**src/rtl/hazard_ctrl.sv**
```systemverilog
// Hazard controller for the 5-stage core: per-register writeback scoreboard for
// loads and the shared divider, plus issue/stall/flush decision for the ID stage.
module hazard_ctrl #(
    parameter int LOAD_LAT = 1,
    parameter int DIV_LAT  = 32,
    parameter int CNT_W    = 6
) (
    input  logic        clk,
    input  logic        rst,
    input  logic        id_valid,
    input  logic        id_re1,
    input  logic [4:0]  id_raddr1,
    input  logic        id_re2,
    input  logic [4:0]  id_raddr2,
    input  logic        id_we,
    input  logic [4:0]  id_waddr,
    input  logic        id_is_load,
    input  logic        id_is_div,
    input  logic        ex_flush,
    input  logic        mem_stall,
    output logic [5:0]  stall,
    output logic        flush,
    output logic        div_start,
    output logic        div_busy,
    output logic [31:0] stall_cycles
);

    // Entry 0 exists only to keep indexing simple; it is never set.
    logic [CNT_W-1:0] cnt_q [32];
    logic [CNT_W-1:0] cnt_d [32];
    logic [CNT_W-1:0] div_cnt_q, div_cnt_d;
    logic [31:0]      stall_cycles_q, stall_cycles_d;
    logic             blk1, blk2, blkw, blkd, hazard, issue;

    always_comb begin
        blk1   = id_re1 && (id_raddr1 != 5'd0) && (cnt_q[id_raddr1] != '0);
        blk2   = id_re2 && (id_raddr2 != 5'd0) && (cnt_q[id_raddr2] != '0);
        blkw   = id_we  && (id_waddr  != 5'd0) && (cnt_q[id_waddr]  != '0);
        blkd   = id_is_div && (div_cnt_q != '0);
        hazard = id_valid && (blk1 || blk2 || blkw || blkd);

        stall = 6'b000000;
        flush = 1'b0;
        issue = 1'b0;
        // Outputs are forced quiet while reset is held, even with mem_stall up.
        if (!rst) begin
            stall = 6'b000000;
        end else if (mem_stall) begin
            stall = 6'b011111;
        end else if (ex_flush) begin
            flush = 1'b1;
        end else if (hazard) begin
            stall = 6'b000111;
        end else begin
            issue = id_valid;
        end
        div_start = issue && id_is_div;
        div_busy  = (div_cnt_q != '0);
    end

    always_comb begin
        cnt_d[0] = '0;
        for (int i = 1; i < 32; i++) begin
            cnt_d[i] = (cnt_q[i] != '0 && !mem_stall) ? cnt_q[i] - 1'b1 : cnt_q[i];
        end
        div_cnt_d = (div_cnt_q != '0 && !mem_stall) ? div_cnt_q - 1'b1 : div_cnt_q;

        // A set wins over the decrement; WAW blocking guarantees the entry was zero.
        if (issue && id_we && id_waddr != 5'd0) begin
            if (id_is_div)
                cnt_d[id_waddr] = CNT_W'(DIV_LAT);
            else if (id_is_load)
                cnt_d[id_waddr] = CNT_W'(LOAD_LAT);
        end
        if (div_start)
            div_cnt_d = CNT_W'(DIV_LAT);

        stall_cycles_d = stall_cycles_q;
        if (stall[2] && stall_cycles_q != 32'hFFFF_FFFF)
            stall_cycles_d = stall_cycles_q + 32'd1;
    end

    always_ff @(posedge clk or negedge rst) begin
        if (!rst) begin
            for (int i = 0; i < 32; i++) cnt_q[i] <= '0;
            div_cnt_q      <= '0;
            stall_cycles_q <= '0;
        end else begin
            cnt_q          <= cnt_d;
            div_cnt_q      <= div_cnt_d;
            stall_cycles_q <= stall_cycles_d;
        end
    end

    assign stall_cycles = stall_cycles_q;

endmodule

```
**config.mk**
```make
export PLATFORM = sky130hd
export DESIGN_NAME = hazard_ctrl
export DESIGN_NICKNAME = d
export VERILOG_FILES = /design/src/rtl/hazard_ctrl.sv
export SDC_FILE = /design/constraint.sdc
export NUM_CORES = 1
export LEC_CHECK = 0
export ABC_AREA = 1
export BUFFER_PORTS_ARGS = -buffer_cell sky130_fd_sc_hd__buf_2
export CORE_MARGIN = 1.5
export CORE_UTILIZATION = 55
export DETAILED_ROUTE_END_ITERATION = 8
export GPL_ROUTABILITY_DRIVEN = 0
export MAX_ROUTING_LAYER = met4
export PLACE_DENSITY = 0.72
export SYNTH_ARGS = -nofsm -noshare
export SYNTH_HDL_FRONTEND = slang
export SYNTH_SLANG_ARGS = --single-unit
```
**constraint.sdc**
```tcl
create_clock -name clk -period 6.55 [get_ports clk]
set_clock_uncertainty 0.2 [all_clocks]
set_input_delay 0.3275 -clock clk [delete_from_list [all_inputs] [get_ports clk]]
set_output_delay 0.3275 -clock clk [all_outputs]
set_load 0.02 [all_outputs]
```
# Yosys cells after proc, flatten, opt, wreduce, memory -nomap -nowiden
# Index checks and enable logic that the tools add are counted.
[word_totals]
output_inout_bits = 41
inputBits = 25
n_memories = 0
ram_bits = 0
reg_bits = 230
latch_bits = 0
mem_bits_ro = 0
[op_classes]
n_reduce_logical = 88
n_shift = 0
div = 0
eq_ne = 1
n_addsub = 33
bitwise_logic = 9
order_cmp = 4
muxes = 58
mul = 0
[ops]
columns = ["op", "n"]
rows = [
  ["$mux W192", 3],
  ["$and A155 B160 Y160", 2],
  ["$not A160 Y160", 2],
  ["$mux W6", 40],
  ["$reduce_bool A6 Y1", 35],
  ["$sub A6 B1 Y6 const B", 32],
  ["$bmux W6 S5", 3],
  ["$or A31 B32 Y32", 2],
  ["$logic_and A1 B1 Y1", 45],
  ["$add A32 B1 Y32 const B", 1],
  ["$ne A32 B32 Y1 const B", 1],
  ["$demux W6 S5", 1],
  ["$ge A6 B6 Y1 const B", 3],
  ["$not A5 Y6", 3],
  ["$reduce_bool A5 Y1", 3],
  ["$mux W5", 2],
  ["$mux W1", 7],
  ["$lt A6 B1 Y1 const B", 1],
  ["$mux W3", 2],
  ["$logic_or A1 B1 Y1", 3],
  ["$reduce_bool A2 Y1", 1],
  ["$logic_not A1 Y1", 1],
]

# Longest topological paths before layout
# Gate-level depths: netlist of the first run.
[depth]
word_depth = 17
mapped_depth = 22
ltp_nobuf = 20

# Worst setup path after synthesis of the first run
# No wires, ideal clock.
[synth_timing]
path_type = "in2out"
startpoint = "in id_raddr2[1]"
endpoint = "out stall[1]"
n_path_buf = 4
cell_stages = 19
arrival_ns = 2.355
path_slack_ns = 3.668
cell_sequence = "buf_2 > inv_1 > nor2_1 > buf_2 > a21oi_1 > nand2_1 > nand2_1 > nand2_1 > nand2_1 > nand2_1 > nand3_1 > nand2_1 > nor2_1 > nor2_1 > nand2_1 > nand2_1 > nand2_1 > clkbuf_1 > buf_4"
[synth_via]
elab_chain_len = 14
word_cells_on_any_way = 16
[synth_rtl]
columns = ["item", "line_no", "rtl"]
rows = [
  ["start: declaration", "14", "input logic [4:0] id_raddr2,"],
  ["$not A5 Y6 (implied by the code)", "37", "blk2 = id_re2 && (id_raddr2 != 5'd0) && (cnt_q[id_raddr2] != '0);"],
  ["$bmux W6 S5", "37", ""],
  ["$mux W6 (implied by the code) (2 in a row)", "37", ""],
  ["$reduce_bool A6 Y1", "37", ""],
  ["$logic_and A1 B1 Y1 *", "37", ""],
  ["$logic_or A1 B1 Y1 * (3 in a row)", "40", "hazard = id_valid && (blk1 || blk2 || blkw || blkd);"],
  ["$logic_and A1 B1 Y1 *", "40", ""],
  ["$mux W3 *", "52", "end else if (hazard) begin"],
  ["$mux W3 *", "50", "end else if (ex_flush) begin"],
  ["$mux W5 *", "48", "end else if (mem_stall) begin"],
  ["$mux W5 *", "46", "if (!rst) begin"],
  ["end: declaration", "21", "output logic [5:0] stall,"],
]
# Every way passes the cells marked *; elsewhere a longest branch is shown, timed or not. The select of a mux whose other input is x is not followed.

==> results by stage, run 1 <==
Final layout:
- The antenna diode instance count is 0.
- The share of post-route cells with drive strength above 1 is 0.0469.
- Leaving out filler cells and counting taps, the final layout contains 3173.
- The area of all placed cells without fillers is 19100 sq um.
- The final net count is 2842.
- The filler cells instantiated in the layout total 3000.
- The growth of design area from synthesis to finish is 8.67%.

Placement:
- The total placed instance area is 18200 sq um.
- The post-DP HPWL is 37900 microns.
- Including well taps, the total number of placed cells is 3124.
- Buffers placed on the I/O ports in this run total 64.

Synthesis:
- The portion of netlist area occupied by mux cells is 0.
- Synthesis produced 2718 cells.
- For this run, the register share of the synthesized area comes to 0.322.
- The parity-gate share of the synthesized area counting xor and xnor cells is 0.0926.
- The fraction of the mapped netlist area in compound gates came to 0.0804.
- Synthesis inferred 226 register bits.
- The area of the mapped netlist is 17600 sq um.
- The dominant combinational cell family by area after synthesis is simple AND/OR/NAND/NOR gates.
- In this run the mean area of a mapped cell was 6.47 sq um.
- Of the total synthesized cell area, the portion taken by AND, OR, NAND and NOR gates is 0.335.
- The number of warning messages in the yosys log is 0.
- The distinct cell type count of the synthesized netlist is 34.
- Of the total synthesized cell area, the portion taken by full adders, half adders and majority gates is 0.0455.

Timing:
- For the final routed database, the setup TNS stands at 0 ns.
- Setup violations remaining at the end of the flow were counted as 0.
- The share of the cycle needed by the critical path after routing is 0.673.
- The total count of hold-check failures in the final report is 0.
- The maximum clock rate is 227 MHz.
- Setup repair after global routing left no endpoint under its margin.
- For the pin with the worst max-slew slack, the measured transition is 1.38 ns.
- The relative slew slack is 0.0785.
- The clock period could shrink to 4.41 ns.
- The worst hold margin is 0.0883 ns.
- The count of pins over their slew limit is 0.

Clocking:
- The clock tree from TritonCTS is done.
- The number of H-tree branching levels is 1.
- The total CTS buffers is 27.
- The clock drives 226 sinks.
- The clock transition at the registers of the reported paths is 0.06 ns.
- The longest clock path from root to sink contains 3 buffers.
- The root buffer cell chosen for the clock tree is sky130_fd_sc_hd__clkbuf_16.
- The worst-skew pair later-pin latency is 0.56 ns.
- The number of setup buffers added after CTS is 0.

Worst setup path:
- The largest stage delay on the critical path is 1.03 ns.
- Counting cells, the worst reg-to-reg path comes to 18.
- In this run the worst path has a maximum fanout of 38.
- The critical path required time is 6.80 ns.
- STA classifies the critical path endpoint as a flop.
- The critical path starts at id_raddr2[0].
- The startpoint identified for the worst register-to-register timing path is cnt_q[156].
- The cell occurring most often along the worst timing path is sky130_fd_sc_hd__nand2_1.
- The arrival time of data at the critical path endpoint is 4.66 ns.
- The startpoint type of the worst setup path is a primary input.
- On the critical path, the stage with the largest delay is an instance of sky130_fd_sc_hd__nor2_1.
- The endpoint identified for the worst register-to-register timing path is cnt_q[88].
- The register-to-register setup slack is 2.80 ns.
- The critical path class is primary input to flop.
- The signal on the critical path passes through buf_2 > inv_1 > nor2_1 > nand3_1 > nand3_1 > nor2_1 > nor2_1 > nand2_1 > nand2_1 > nand3_1 > nand3_1 > nand2_1 > nor2_1 > buf_4 > nand2_1 > nor2_4 > buf_4 > nand2_1 > nand2_1 > inv_1.

Outcome:
- The run finished with clean final reports.

Floorplan:
- The number of core rows is 65.
- The floorplan step defined a die boundary enclosing 33100 sq um.
- After floorplanning, the core was sized to cover 31600 sq um.
- The die boundary width is 182 microns.
- The die is 182 microns tall.
- The starting utilization of the core area is 0.557.
- During I/O placement, the number of pins put on the boundary was 66.

Job:
- The tool flagged a number of max-cap violations equal to 0.

Power:
- The power per standard cell area is 410 nW/um^2.
- VDD sags by at most 0.206 mV.
- Summed over all cells, the static leakage comes to 10.5 nW.

Routing:
- The post-detailed-routing wire length is 55100 microns.
- After detailed routing, the average wire length per cell comes to 17.4 microns.
- The count of routing violations after the opening detailed-route iteration is 1975.
- The DRC violations left is 0.
- Detailed routing inserted a total of 17.8k vias.
- The number of detailed-route iterations in the first pass is 6.
- The count of nets left with antenna violations after detail routing is 0.
- After detailed routing, the number of vias per cell comes to 5.62.

Global route:
- The via count of the first global-routing pass came to 16.8k.
- Entering global routing, the biggest net connects 80 pins.
- For this run, the total global-route usage over all layers was measured as 0.342.
- The first global-routing pass estimated 87600 microns of wire.
- The number of antenna violations at the first check in global routing came to 0.
- After global routing the overflow that remains totals 0.

Min path:
- The tightest min-delay check is of the primary input to async pin type.
critical path, delay by kind of cell:
| kind | cells | cell delay [ns] |
|---|---|---|
| and+or+nand+nor | 15 | 2.89 |
| buffers and inverters | 5 | 1.42 |
how the worst max path moves through the flow:
stage	end
floorplan	stall[1]
global placement	cnt_q[123]
detailed placement	cnt_q[43]
CTS	cnt_q[39]
global route	cnt_q[40]
finish	cnt_q[88]
cell type report:
cell class                 count  area, sq um  share of cell area
clock inverter                 5          104             0.00543
timing repair buffer          83          478              0.0250
tap                          402          503              0.0263
sequential                   226         5660               0.296
clock buffer                  42          792              0.0414
inverter                     486         1820              0.0954
multi-input combinational   1929         9760               0.511
cell usage after synthesis, drive strengths merged:
master   instances  share of area
nand2          681           0.15
nor3            57          0.016
a21oi          122          0.035
o211ai           1        0.00043
and2             3         0.0011
a31oi            5         0.0018
dfrtp          226           0.32
ha              64          0.046
nand3b           4         0.0017
o31ai            1        0.00043
nand4           57          0.021
buf             41          0.013
nand3          238          0.068
clkbuf          38         0.0081
xnor2           12         0.0060
conb             1        0.00021
xor2           174          0.087
inv            482           0.10
nor4            16         0.0057
o21ai          113          0.032
o2111ai          1        0.00050
a211oi           2        0.00085
o21a            20         0.0085
nor2           353          0.076
o41ai            2         0.0010
clkinv           4        0.00085
sequential cells by signal, summed over array words and instances, names as in the netlist:
| signal | flops |
|---|---|
| cnt_q | 188 |
| stall_cycles | 32 |
| div_cnt_q | 6 |
routing by layer:
metal | GRT usage | wire length [microns] | up-vias
li1 | - | - | 8529
met1 | 0.432 | 22500 | 8211
met5 | - | 0 | -
met2 | 0.536 | 24400 | 897
met4 | 0.165 | 2810 | 0
met3 | 0.0550 | 5360 | 188
cell families (layout without fill, tap and decap cells):
family,count (synthesis),in the layout
buffers and inverters,565,616
xor gates and xnor gates,186,186
other,1,3
AOI/OAI and AO/OA,267,267
DFF,226,226
adders and majority gates,64,64
and+or+nand+nor,1409,1409
cells in the final DEF (no fill, tap or decap), types with 56 or more instances in the layout:
master,n
sky130_fd_sc_hd__nand2_1,680
sky130_fd_sc_hd__inv_1,478
sky130_fd_sc_hd__nor2_1,348
sky130_fd_sc_hd__nand3_1,238
sky130_fd_sc_hd__dfrtp_1,226
sky130_fd_sc_hd__xor2_1,174
sky130_fd_sc_hd__a21oi_1,122
sky130_fd_sc_hd__o21ai_0,75
sky130_fd_sc_hd__ha_1,64
sky130_fd_sc_hd__buf_2,63
sky130_fd_sc_hd__nor3_1,57
sky130_fd_sc_hd__nand4_1,56
repair_timing:
action                     in CTS  in global routing
setup endpoints to repair       0                  0
hold buffers                    2                  0
resized for setup               0                  0
hold endpoints to repair       55                  0
stage by stage:
step | utilization | setup slack (ns) | power (mW)
2_1_floorplan | - | 3.67 | 5.24
3_3_place_gp | 0.577 | 1.94 | 6.03
3_5_place_dp | 0.577 | 1.93 | 6.17
4_1_cts | 0.606 | 2.50 | 7.78
5_1_grt | 0.606 | 2.01 | 8.48
6_report | 0.606 | 2.14 | 7.83
where the power goes:
part	switching, mW	leakage, nW	internal (mW)
sequential	0.594	2.72	2.03
clock	0.626	0.437	0.940
combinational	2.36	7.35	1.29
(Power assumes the default switching activity.)
==> run 2: changes to the inputs <==
--- a/config.mk
+++ b/config.mk
@@ -12,7 +12,7 @@
 export DETAILED_ROUTE_END_ITERATION = 8
 export GPL_ROUTABILITY_DRIVEN = 0
 export MAX_ROUTING_LAYER = met4
-export PLACE_DENSITY = 0.72
+export PLACE_DENSITY = 0.75
 export SYNTH_ARGS = -nofsm -noshare
 export SYNTH_HDL_FRONTEND = slang
 export SYNTH_SLANG_ARGS = --single-unit
==> constraint.sdc (replaced) <==
create_clock -name clk -period 3.79 [get_ports clk]
set_clock_uncertainty 0.2 [all_clocks]
set_input_delay 0.1895 -clock clk [delete_from_list [all_inputs] [get_ports clk]]
set_output_delay 0.1895 -clock clk [all_outputs]
set_load 0.02 [all_outputs]
==> results by stage, run 2 (synthesis results as in run 1) <==
Clocking:
- The total CTS buffers is 27 (unchanged).
- The clock transition at the registers of the reported paths came to 0.06 ns (about the same).
- The worst-skew pair later-pin latency is 0.56 ns (about the same).
- The maximum count of clock buffers along a single path is 3 (unchanged).
- The number of setup buffers added after CTS is 0 (unchanged).
- The count of clock tree sinks is 226 (unchanged).
- The clock tree from TritonCTS was done (unchanged).
- The quantity of hold-fixing buffers added after cts is 3 (was 2).
- The root buffer cell is sky130_fd_sc_hd__clkbuf_16 (unchanged).
- The number of gates resized after CTS was 0 (unchanged).
- The number of H-tree branching levels is 1 (unchanged).

Floorplan:
- The die boundary height is 182 microns (unchanged).
- The total die area was 33100 sq um (unchanged).
- The number of core rows is 65 (unchanged).
- The die boundary width is 182 microns (unchanged).
- The core region area came to 31600 sq um (unchanged).
- The top-level I/O count came to 66 (unchanged).
- The starting utilization of the core area is 0.557 (unchanged).

Power:
- The internal power contribution was 7.45 mW (was 4.25 mW).
- The switching power was 6.23 mW (was 3.58 mW).
- The worst-case vdd ir drop is 0.351 mV (was 0.206 mV).
- The sequential power share was 0.331 (was 0.335).
- The clock network fraction of total power is 0.204 (was 0.200).
- The power per standard cell area came to 704 nW/um^2 (was 410 nW/um^2).
- The logic gate share of total power is 0.465 (was 0.466).
- The leakage power of the design is 10.7 nW (was 10.5 nW).
- The switching part of the total power is 0.455 (was 0.457).

Final layout:
- Most used cells in the layout excluding fill and tap cells: 680 x sky130_fd_sc_hd__nand2_1, 478 x sky130_fd_sc_hd__inv_1, 348 x sky130_fd_sc_hd__nor2_1 (unchanged).
- The antenna diode instance count is 0 (unchanged).
- The most common cell after layout, fill and taps aside is sky130_fd_sc_hd__nand2_1 (unchanged).
- The area taken by flip-flops and latches is 5660 sq um (unchanged).
- The fill cell instance count of the final layout was 2921 (was 3000).
- The final net count is 2872 (was 2842).
- The growth of design area from synthesis to finish is 10.5% (was 8.67%).
- The area taken by multi-input logic gates was 9760 sq um (unchanged).
- The share of post-route cells with drive strength above 1 came to 0.0585 (was 0.0469).
- The share of the core filled with cells in the final layout came to 0.616 (was 0.606).
- The register with the most flip-flops is cnt_q (unchanged).
- The number of flip-flops in the largest register is 188 (unchanged).

Worst setup path:
- Sequence of cells on the critical path: nor3_1 > nand3_1 > nand3b_1 > nand3_1 > nand3_1 > nand2_1 > nor2_1 > nor2_1 > nor2_1 > nand2_1 > nor2_1 > nand2_1 > inv_1 > buf_2 (was buf_2 > inv_1 > nor2_1 > nand3_1 > nand3_1 > nor2_1 > nor2_1 > nand2_1 > nand2_1 > nand3_1 > nand3_1 > nand2_1 > nor2_1 > buf_4 > nand2_1 > nor2_4 > buf_4 > nand2_1 > nand2_1 > inv_1).
- The worst-case reg-to-reg path depth came to 14 (was 18).
- The largest stage delay on the critical path is 0.42 ns (was 1.03 ns).
- The reg-to-reg startpoint is stall_cycles[1] (was cnt_q[156]).
- The reg-to-reg critical path endpoint is stall_cycles[16] (was cnt_q[88]).
- The cell occurring most often along the worst timing path is sky130_fd_sc_hd__nor2_1 (was sky130_fd_sc_hd__nand2_1).
- The critical path required time came to 3.40 ns (was 6.80 ns).
- The category of the worst setup path capture point is a primary output (was flop).
- The register-to-register setup slack is 0.72 ns (was 2.80 ns).
- The maximum fanout count along the critical path came to 4 (was 38).
- The startpoint type of the worst setup path is a flop (was primary input).
- The slowest cell on the critical path is sky130_fd_sc_hd__dfrtp_1 (was sky130_fd_sc_hd__nor2_1).
- The critical path class is flop to primary output (was primary input to flop).
- The arrival time of data at the critical path endpoint is 2.94 ns (was 4.66 ns).

Timing:
- The relative slew slack is 0.252 (was 0.0785).
- The setup TNS after final layout came to 0 ns (unchanged).
- Unrepaired setup endpoints after global routing: no (unchanged).
- The actual slew at the worst max-slew pin is 1.12 ns (was 1.38 ns).
- Based on the critical path, the design can be clocked at up to 300 MHz.
- The smallest clock period supported by the final layout is computed as 3.33 ns.
- The count of pins over their slew limit was 0 (unchanged).
- The total count of hold-check failures in the final report came to 0 (unchanged).
- The worst hold margin was 0.110 ns (was 0.0883 ns).
- The number of failing setup endpoints in the final timing report was 0 (unchanged).
- Dividing the final minimum period by the clock period gives 0.879.

Placement:
- The post-DP HPWL is 39300 microns (was 37900 microns).
- The number of buffers added on ports is 64 (unchanged).

Global route:
- The number of antenna violations at the first check in global routing is 0 (unchanged).
- The via count of the first global-routing pass is 17.4k (was 16.8k).
- The global-route usage over all layers was 0.341 (was 0.342).
- The wire length of the first global-routing pass is 87500 microns (was 87600 microns).
- The maximum number of pins on one net before global-route repair is 65 (was 80).
- The residual overflow from global routing is 0 (unchanged).

Routing:
- The count of nets left with antenna violations after detail routing was 0 (unchanged).
- The post-detailed-routing wire length is 54900 microns (was 55100 microns).
- The average vias per placed instance is 5.61 (was 5.62).
- The number of detailed-route iterations in the first pass is 6 (unchanged).
- The wire length per cell after detailed routing is 17.1 microns (was 17.4 microns).
- The DRC violations left was 0 (unchanged).
- The number of vias after detailed routing is 18.0k (was 17.8k).
- The count of routing violations after the opening detailed-route iteration is 1884 (was 1975).

Outcome:
- Result of the run: completed (unchanged).

Min path:
- The source of the worst hold timing path is id_is_div.
- The hold path depth is 4.
- The class of the worst hold path is primary input to flop (was primary input to async pin).
- The hold-critical path endpoint is cnt_q[23].

Job:
- The total of max-cap violations was 0 (unchanged).
[run 2: worst max-delay path by stage]
stage / end / from
final: div_start / cnt_q[8]
after global routing: div_start / cnt_q[138]
after CTS: div_start / cnt_q[154]
after detailed placement: cnt_q[45] / id_raddr1[1]
after global placement: cnt_q[43] / id_raddr1[0]
after floorplan: stall[1] / id_raddr2[1]
[run 2: area by class of cell]
type	count	share of cell area
Timing Repair Buffer	113	0.0389
Clock buffer	39	0.0402
Inverter	486	0.0939
Tap cell	402	0.0259
Sequential cell	226	0.291
Clock inverter	10	0.00805
Multi-Input combinational cell	1929	0.502
[run 2: worst max-delay path, delay by kind of cell, from the launching register on]
family	cells	cell delay [ns]
buf+inv	2	0.25
flops	1	0.42
simple gates	12	1.73
[run 2: metal layers]
metal / track usage / share of wire / vias to the layer above
li1: - / - / 8578
met1: 0.419 / 0.40 / 8305
met2: 0.541 / 0.45 / 862
met3: 0.0620 / 0.095 / 243
met4: 0.172 / 0.056 / 0
met5: - / 0 / -
[run 2: through the flow]
stage / power, mW / cells / area, sq um / setup WS, ns
after floorplan: 9.06 / 2720 / 17600 / 1.18
after global placement: 10.5 / 3153 / 18500 / 0.541
after detailed placement: 10.7 / 3153 / 18500 / 0.429
after CTS: 13.6 / 3205 / 19400 / 0.504
after global routing: 14.8 / 3205 / 19400 / 0.246
final: 13.7 / 3205 / 19400 / 0.458
[run 2: power by group through the flow]
stage,Clock [mW],Combinational [mW],Sequential [mW]
detailed placement,0,6.22,4.50
CTS,2.80,6.29,4.49
finish,2.79,6.36,4.53
floorplan,0,4.80,4.26
global placement,0,5.97,4.49
global route,2.90,7.26,4.65
